==> src/rtl/hack_alu_pc.sv <==
// Hack CPU execution slice: combinational 16-bit ALU plus clocked program counter.
// Define HACK_JUMP_EN to add the jmp port and the ALU-flag jump decode into the PC load.
module hack_alu_pc (
  input  logic        clk,
  input  logic        reset,
  input  logic [15:0] x,
  input  logic [15:0] y,
  input  logic        zx,
  input  logic        nx,
  input  logic        zy,
  input  logic        ny,
  input  logic        f,
  input  logic        no,
  output logic [15:0] alu_out,
  output logic        zr,
  output logic        ng,
  input  logic [15:0] pc_in,
  input  logic        pc_load,
  input  logic        pc_inc,
`ifdef HACK_JUMP_EN
  input  logic [2:0]  jmp,
`endif
  output logic [15:0] pc_out
);

  logic [15:0] x1_s, x2_s, y1_s, y2_s, r_s;
  logic        load_s;
  logic [15:0] pc_d, pc_q;

  // ALU operand conditioning, function select and output negation
  always_comb begin
    x1_s = zx ? 16'h0000 : x;
    x2_s = nx ? ~x1_s : x1_s;
    y1_s = zy ? 16'h0000 : y;
    y2_s = ny ? ~y1_s : y1_s;
    if (f) begin
      r_s = x2_s + y2_s;
    end else begin
      r_s = x2_s & y2_s;
    end
    alu_out = no ? ~r_s : r_s;
    zr      = (alu_out == 16'h0000);
    ng      = alu_out[15];
  end

`ifdef HACK_JUMP_EN
  logic po_s, take_s;

  // Jump condition from the current ALU flags; gated by pc_inc so A-instructions never jump
  always_comb begin
    po_s   = ~zr & ~ng;
    take_s = (jmp[2] & ng) | (jmp[1] & zr) | (jmp[0] & po_s);
    load_s = pc_load | (take_s & pc_inc);
  end
`else
  assign load_s = pc_load;
`endif

  // PC next state: load beats increment, increment wraps at 16 bits
  always_comb begin
    if (load_s) begin
      pc_d = pc_in;
    end else if (pc_inc) begin
      pc_d = pc_q + 16'h0001;
    end else begin
      pc_d = pc_q;
    end
  end

  // PC register with synchronous reset taking priority over every control
  always_ff @(posedge clk) begin
    if (reset) begin
      pc_q <= 16'h0000;
    end else begin
      pc_q <= pc_d;
    end
  end

  assign pc_out = pc_q;

endmodule

==> config.mk <==
export PLATFORM = sky130hd
export DESIGN_NAME = hack_alu_pc
export DESIGN_NICKNAME = d
export VERILOG_FILES = /design/src/rtl/hack_alu_pc.sv
export SDC_FILE = /design/constraint.sdc
export NUM_CORES = 1
export LEC_CHECK = 0
export ABC_AREA = 1
export BUFFER_PORTS_ARGS = -buffer_cell sky130_fd_sc_hd__clkbuf_2
export CAP_MARGIN = 5
export CORE_AREA = 4 4 80 82
export DETAILED_ROUTE_END_ITERATION = 8
export DIE_AREA = 0 0 84 86
export HOLD_SLACK_MARGIN = 0.15
export PLACE_DENSITY = 0.77
export SETUP_SLACK_MARGIN = 0.1
export SYNTH_ARGS = -nofsm -noshare
export SYNTH_HDL_FRONTEND = slang
export SYNTH_SLANG_ARGS = --single-unit
==> constraint.sdc <==
create_clock -name clk -period 2.7 [get_ports clk]
set_input_delay 0.135 -clock clk [delete_from_list [all_inputs] [get_ports clk]]
set_output_delay 0.135 -clock clk [all_outputs]
set_load 0.02 [all_outputs]
Word level (Yosys, flattened, before mapping). Cells that the tools add are included.

Flip-flop bits (word level): 16. Input port bits: 58. Output and inout bits: 34. Word-level logic and storage cells: 17.

Add/sub/neg operators: 2. Multiplexer cells: 8. Bitwise operators: 4. Reduce and logical (&&, ||, !) cells: 2.

Operator list (number): 16-bit two-way mux (8); 16-bit NOT (3); 16-bit by 1-bit adder with 16-bit output, second input constant (1); 16-bit adder (1); 16-bit AND (1); 16-bit logical NOT (1); 2-bit nonzero test (1).

Depth between registers and ports, before layout. Gate-level depths: netlist of run 1.

Word-level depth: 8. Depth in mapped cells: 20. Gate-level depth less buffers: 20.

Worst setup path before layout of run 1. OpenSTA, ideal clock, no wires.

Kind: input to output. Start: input port nx. End: output port zr. Arrival time: 2749 ps. Required time: 2565 ps. Slack: -184 ps. Stages: 18. Buffers on the path: 2. Cells stage by stage: clkbuf_1 buf_2 xnor2_1 ha_1 fa_1 nand3_1 nand2_1 nand2_1 nand2_1 nand2_2 nand2_1 nand2_1 nand3_1 nand3_1 nand2_1 nor2_1 nand2_1 nor2_1.

Cells in the longest elaborated chain, start to end: 6. Elaborated cells between the ends (all ways): 7. Classes of those cells: add/sub (1); mux (3); bitwise (2); reduce/logical (1).

RTL lines: start, declared (line 9) `input logic nx,`; 16-bit two-way mux (*) (line 33) `x2_s = nx ? ~x1_s : x1_s;`; 16-bit adder / 16-bit AND (equally long branches) (line 37, 39); 16-bit two-way mux (*) (line 36) `if (f) begin`; 16-bit NOT (line 41) `alu_out = no ? ~r_s : r_s;`; 16-bit two-way mux (*) (line 41); net alu_out[12] (line 14) `output logic [15:0] alu_out,`; 16-bit logical NOT (*) (line 42) `zr = (alu_out == 16'h0000);`; end, declared (line 15) `output logic zr,`.

Mark *: on every way through the listed nets, which the timed path passes. The rest lies on a longest branch.

Worst setup path after layout of run 1.
Start: input port zy. End: output port zr.

Cells in the longest elaborated chain, start to end: 8. Elaborated cells between the ends (all ways): 9. Classes of those cells: add/sub (1); mux (4); bitwise (3); reduce/logical (1).

RTL lines: start, declared (line 10) `input logic zy,`; 16-bit two-way mux (*) (line 34) `y1_s = zy ? 16'h0000 : y;`; 16-bit NOT (line 35) `y2_s = ny ? ~y1_s : y1_s;`; 16-bit two-way mux (*) (line 35); 16-bit adder / 16-bit AND (equally long branches) (line 37, 39); 16-bit two-way mux (*) (line 36); 16-bit NOT (line 41); 16-bit two-way mux (*) (line 41); 16-bit logical NOT (*) (line 42).

Mark *: on every way between the ends. The rest lies on a longest branch, timed or not.

==> flow_metrics.tcl, run 1 <==
set metrics [dict create \
    outcome "finished clean" \
    p_clk_frac 0.128 \
    dieHeight_um 86 \
    met1_usage 0.271 \
    cts.sinks 16 \
    cp_cell_sequence "buf_6, inv_4, nand2_2, xor2_1, inv_1, ha_4, fa_2, nand2_2, nand2_1, nand2_1, nand2_2, nand2_1, nor2_1, nand3_1, nor2_1, nand3_2, nor2_4, nand3_2, nor2_4, buf_8" \
    via_per_inst 5.05 \
    grt_max_degree 24 \
    p_seq_frac 0.164 \
    cp_slowest_stage_delay_ns 0.53 \
    ant_nets 0 \
    layout.cells.most_common "nand2_1" \
    power.internal_mw 0.850 \
    critical-path-slowest-cell "fa_2" \
    post_drt_wl_per_cell_um 12.4 \
    arrival_ns 2.46 \
    drtIter0Drc 238 \
    gp_congestion 0.940 \
    power_mw 1.66 \
    drive_above_1_share 0.298 \
    cts_tree "done" \
    finalClockSkew_ns 0.00127 \
    grt_use_total 0.230 \
    port_buffers 91 \
    seqCellArea_um2 320 \
    use_met2 0.443 \
    use_met3 0.0269 \
    slew_violations 0 \
    power.net_switching_mw 0.813 \
    power.density_nw_per_um2 415 \
    layout.nets 721 \
    leakagePower_nw 2.23 \
    p_comb_frac 0.708 \
    tightest_slew_ns 0.555 \
    required_ns 2.57 \
    dr.pass1.iters 5 \
    netSwitchingFraction 0.489 \
    clk_path_buf_depth 2 \
    cts_root_buf "clkbuf_8" \
    cap_violations 0 \
    drc_errors 0 \
    cts.htree.levels 1 \
    worstSkewPairLatency_ns 0.25 \
    core_um2 5750 \
    peakVddDrop_v 0.000273 \
    hold_path.class "primary input to register" \
    synth_cells 541 \
    pin_count 92 \
    grt.busiest_layer "met2" \
    rsz0062_at_grt "true" \
    wirelength_um 8900 \
    maxSlewHeadroom 0.630 \
    synthesis.area_um2 2980 \
    fillers 515 \
    cp-start-kind "primary input" \
    worst_slack_ns 0.104 \
    grt_overflow 0 \
    r2r_setup_slack_ns 0.95 \
    period_share 0.961 \
    postSynthAreaPerCell_um2 5.50 \
    multi_input_area_um2 2530 \
    finalSetupViolations 0 \
    syn2layout_area_growth_pct 34.9 \
    start_util 0.518 \
    cts_buffers 3 \
    ys_warn_count 0 \
    dp_hpwl_um 6550 \
    syn_nets 617 \
    timing_worst_setup_path_type "primary input to output port" \
    mostFrequentLayoutCells "nand2_1 (190), clkbuf_2 (87), inv_1 (80)" \
    fmaxAchievable_mhz 385 \
    synth_cell_type_count 30 \
    fin_crit_ns 2.60 \
    vias 3632 \
    grt_antenna_before_repair 0 \
    antenna_cells 0 \
    end_kind "output port" \
    ys_ff_latch 16 \
    crit_fanout 3 \
    die_area_um2 7220 \
    grt_pass1_vias 3365 \
    row_count 28 \
    hold_viol 0 \
    post-place-ws_ns -0.128 \
    seq_area_frac_synth 0.108 \
    die_x_um 84 \
    path_clk_slew_ns 0.06 \
    grt_pass1_wl_um 14200 \
    largest_reg_flops 16 \
]
## power groups by stage
stage | sequential, mW | clock (mW) | combinational [mW]
floorplan | 0.293 | 0 | 0.710
global placement | 0.277 | 0 | 0.956
detailed placement | 0.278 | 0 | 0.969
CTS | 0.272 | 0.216 | 1.04
global route | 0.275 | 0.225 | 1.31
finish | 0.274 | 0.213 | 1.18
## Yosys cell counts
cell	number	area [µm²]
nor3_1	1	5.00
buf_6	1	11.3
buf_4	1	7.51
inv_2	4	15.0
ha_1	17	213
nand2_1	204	766
nand2_2	9	56.3
clkbuf_1	7	26.3
or2_2	2	12.5
a21oi_1	18	90.1
dfxtp_1	16	320
xnor2_1	7	61.3
nand3_2	10	100
nor2_1	26	97.6
inv_1	83	312
and2_1	1	6.26
nor2_2	3	18.8
a21oi_2	1	8.76
nand3_1	57	285
nor2_4	1	11.3
a31oi_1	6	37.5
fa_1	1	20.0
a22oi_1	1	7.51
xor2_1	39	342
o21ai_0	9	45.0
nor3_2	1	10.0
o21bai_1	1	7.51
nand4_1	6	37.5
buf_2	6	30.0
nand3b_1	2	15.0
## cell type report
type	instances	area share
well taps	75	0.0234
repair buffers	114	0.171
flip-flops and latches	16	0.0798
multi-input cells	423	0.630
clock buffers	4	0.0137
inverters	87	0.0826
## timing repair
item / CTS / global route
buffers inserted: 8 / 4
hold buffers: 3 / 0
endpoints found under the setup margin: 1 / 7
pin swaps: 8 / 20
gates resized for setup: 20 / 48
endpoints found under the hold margin: 3 / 0
## stage by stage
| step | setup TNS (ns) | cell area [µm²] | hold WS [ns] | utilization | std cells |
|---|---|---|---|---|---|
| 4_1_cts | 0 | 3770 | 0.152 | 0.657 | 715 |
| 2_1_floorplan | 0 | 2990 | 0.204 | - | 541 |
| 6_report | 0 | 4010 | 0.148 | 0.698 | 719 |
| 3_5_place_dp | -0.128 | 3530 | 0.402 | 0.614 | 700 |
| 5_1_grt | -0.0219 | 4010 | 0.163 | 0.698 | 719 |
| 3_3_place_gp | -0.0785 | 3530 | 0.398 | 0.614 | 700 |
## path summary, 6_finish.rpt
| path | endpoint | startpoint | cells after the start |
|---|---|---|---|
| worst max-delay path | zr | zy | 20 |
| worst min-delay path | pc_out[15] | pc_in[15] | 3 |
| worst max register to register | pc_out[14] | pc_out[0] | 8 |
| worst min register to register | pc_out[15] | pc_out[15] | 2 |
## critical path, delay by kind of cell
kind | cells | cell delay (ns)
buffers and inverters | 4 | 0.34
adders and majority gates | 2 | 0.70
and+or+nand+nor | 13 | 1.13
xor gates and xnor gates | 1 | 0.14
## metal layers
metal  wire, µm  share of wire
met4        129          0.014
met2       4500           0.51
met3        619          0.070
met1       3650           0.41
met5          0              0
## logic make-up after synthesis
group | synth area share
AO/OA/AOI/OAI | 0.0660
XOR/XNOR | 0.135
adder cells (fa/ha/maj) | 0.0782
buffers and inverters | 0.135
flip-flops | 0.108
AND/OR/NAND/NOR | 0.478
(Power assumes the default switching activity.)
==> inputs of run 2 (changes only) <==
--- a/config.mk
+++ b/config.mk
@@ -8,11 +8,11 @@
 export ABC_AREA = 1
 export BUFFER_PORTS_ARGS = -buffer_cell sky130_fd_sc_hd__clkbuf_2
 export CAP_MARGIN = 5
-export CORE_AREA = 4 4 80 82
+export CORE_AREA = 4 4 78 80
 export DETAILED_ROUTE_END_ITERATION = 8
-export DIE_AREA = 0 0 84 86
+export DIE_AREA = 0 0 82 84
 export HOLD_SLACK_MARGIN = 0.15
-export PLACE_DENSITY = 0.77
+export PLACE_DENSITY = 0.81
 export SETUP_SLACK_MARGIN = 0.1
 export SYNTH_ARGS = -nofsm -noshare
 export SYNTH_HDL_FRONTEND = slang
==> constraint.sdc (replaced) <==
create_clock -name clk -period 3.25 [get_ports clk]
set_input_delay 0.1625 -clock clk [delete_from_list [all_inputs] [get_ports clk]]
set_output_delay 0.1625 -clock clk [all_outputs]
set_load 0.02 [all_outputs]
==> flow_metrics.tcl, run 2 (synthesis gave the netlist of run 1 again) <==
set metrics [dict create \
    grt_overflow 0 \
    path_clk_slew_ns 0.06 \
    grt_pass1_wl_um 13400 \
    gp_congestion 0.929 \
    antenna_cells 0 \
    pin_count 92 \
    drc_errors 0 \
    vias 3467 \
    peakVddDrop_v 0.000267 \
    cts.sinks 16 \
    required_ns 3.09 \
    cts_tree "done" \
    dp_hpwl_um 6470 \
    syn2layout_area_growth_pct 18.7 \
    leakagePower_nw 2.11 \
    timing_worst_setup_path_type "primary input to output port" \
    grt_use_total 0.231 \
    finalClockSkew_ns 0.00246 \
    arrival_ns 2.64 \
    period_share 0.861 \
    grt_pass1_vias 3177 \
    cts.htree.levels 1 \
    cts_root_buf "clkbuf_8" \
    end_kind "output port" \
    dr.pass1.iters 5 \
    layout.cells.most_common "nand2_1" \
    start_util 0.550 \
    port_buffers 91 \
    drtIter0Drc 131 \
    maxSlewHeadroom 0.596 \
    hold_path.class "primary input to register" \
    rsz0062_at_grt "false" \
    largest_reg_flops 16 \
    drive_above_1_share 0.208 \
    row_count 27 \
    mostFrequentLayoutCells "nand2_1 (204), clkbuf_2 (91), inv_1 (83)" \
    ctsHoldBuffers 0 \
    slew_violations 0 \
    cap_violations 0 \
    power.density_nw_per_um2 340 \
    power_mw 1.20 \
    fin_crit_ns 2.80 \
    ant_nets 0 \
    worstSkewPairLatency_ns 0.25 \
    layout.nets 702 \
    finalSetupTns_ns 0 \
    cp-start-kind "primary input" \
    cts_setup_buffers 0 \
    grt_max_degree 24 \
    hold_viol 0 \
    finalSetupViolations 0 \
    crit_fanout 5 \
    cts_resized 0 \
    via_per_inst 4.97 \
    fmaxAchievable_mhz 357 \
    cts_buffers 3 \
    post_drt_wl_per_cell_um 11.2 \
    clk_path_buf_depth 2 \
    core_um2 5410 \
    final_cells 697 \
    wirelength_um 7810 \
    tightest_slew_ns 0.606 \
    die_area_um2 6890 \
    die_x_um 82 \
    dieHeight_um 84 \
    grt_antenna_before_repair 0 \
    outcome "finished clean" \
    dpl.cell_count 693 \
]
==> run 2: routing by layer <==
layer / vias to the layer above / wire [µm] / GRT usage
met3: 10 / 510 / 0.0173
li1: 1839 / - / -
met5: - / 0 / 0
met1: 1505 / 3470 / 0.293
met4: 0 / 109 / 0.0604
met2: 113 / 3730 / 0.410
==> run 2: power breakdown <==
part,switching (mW),total (mW),internal (mW)
logic,0.513,0.798,0.285
clock network,0.0700,0.178,0.107
registers,0.0172,0.227,0.209
==> run 2: critical path, stage by stage <==
cell	delay [ns]
clkbuf_2	0.08
inv_1	0.09
nand2_1	0.08
xnor2_1	0.13
ha_1	0.27
fa_1	0.46
nand3_1	0.12
nand2_1	0.09
nand2_1	0.11
nand2_1	0.09
nand2_1	0.07
nand3_1	0.08
nand2_1	0.08
nand2_1	0.04
nand2_1	0.08
nand2_1	0.06
nor2_1	0.17
nand3_1	0.10
nor2_1	0.09
clkbuf_2	0.17
==> run 2: stage by stage <==
step           hold slack, ns  instance area, µm²  utilization  setup slack (ns)
6_report                0.162                3530        0.653             0.451
5_1_grt                 0.175                3530        0.653             0.177
4_1_cts                 0.157                3530        0.653             0.482
3_5_place_dp            0.419                3480        0.643             0.497
3_3_place_gp            0.425                3480        0.643             0.526
2_1_floorplan           0.232                2980            -             0.311
==> run 2: path summary, 6_finish.rpt <==
check,to,cells past startpoint,startpoint,slack (ns)
min reg2reg,pc_out[15],2,pc_out[15],0.53
max,zr,20,zx,0.45
min,pc_out[14],3,pc_in[14],0.16
max reg2reg,pc_out[12],8,pc_out[0],1.51
==> run 2: layout make-up <==
class,instances,area [µm²]
clock buffer,4,55.1
fill,528,1870
inverter,87,327
multi-input combinational,423,2250
sequential,16,320
tap,72,90.1
timing repair buffer,95,485
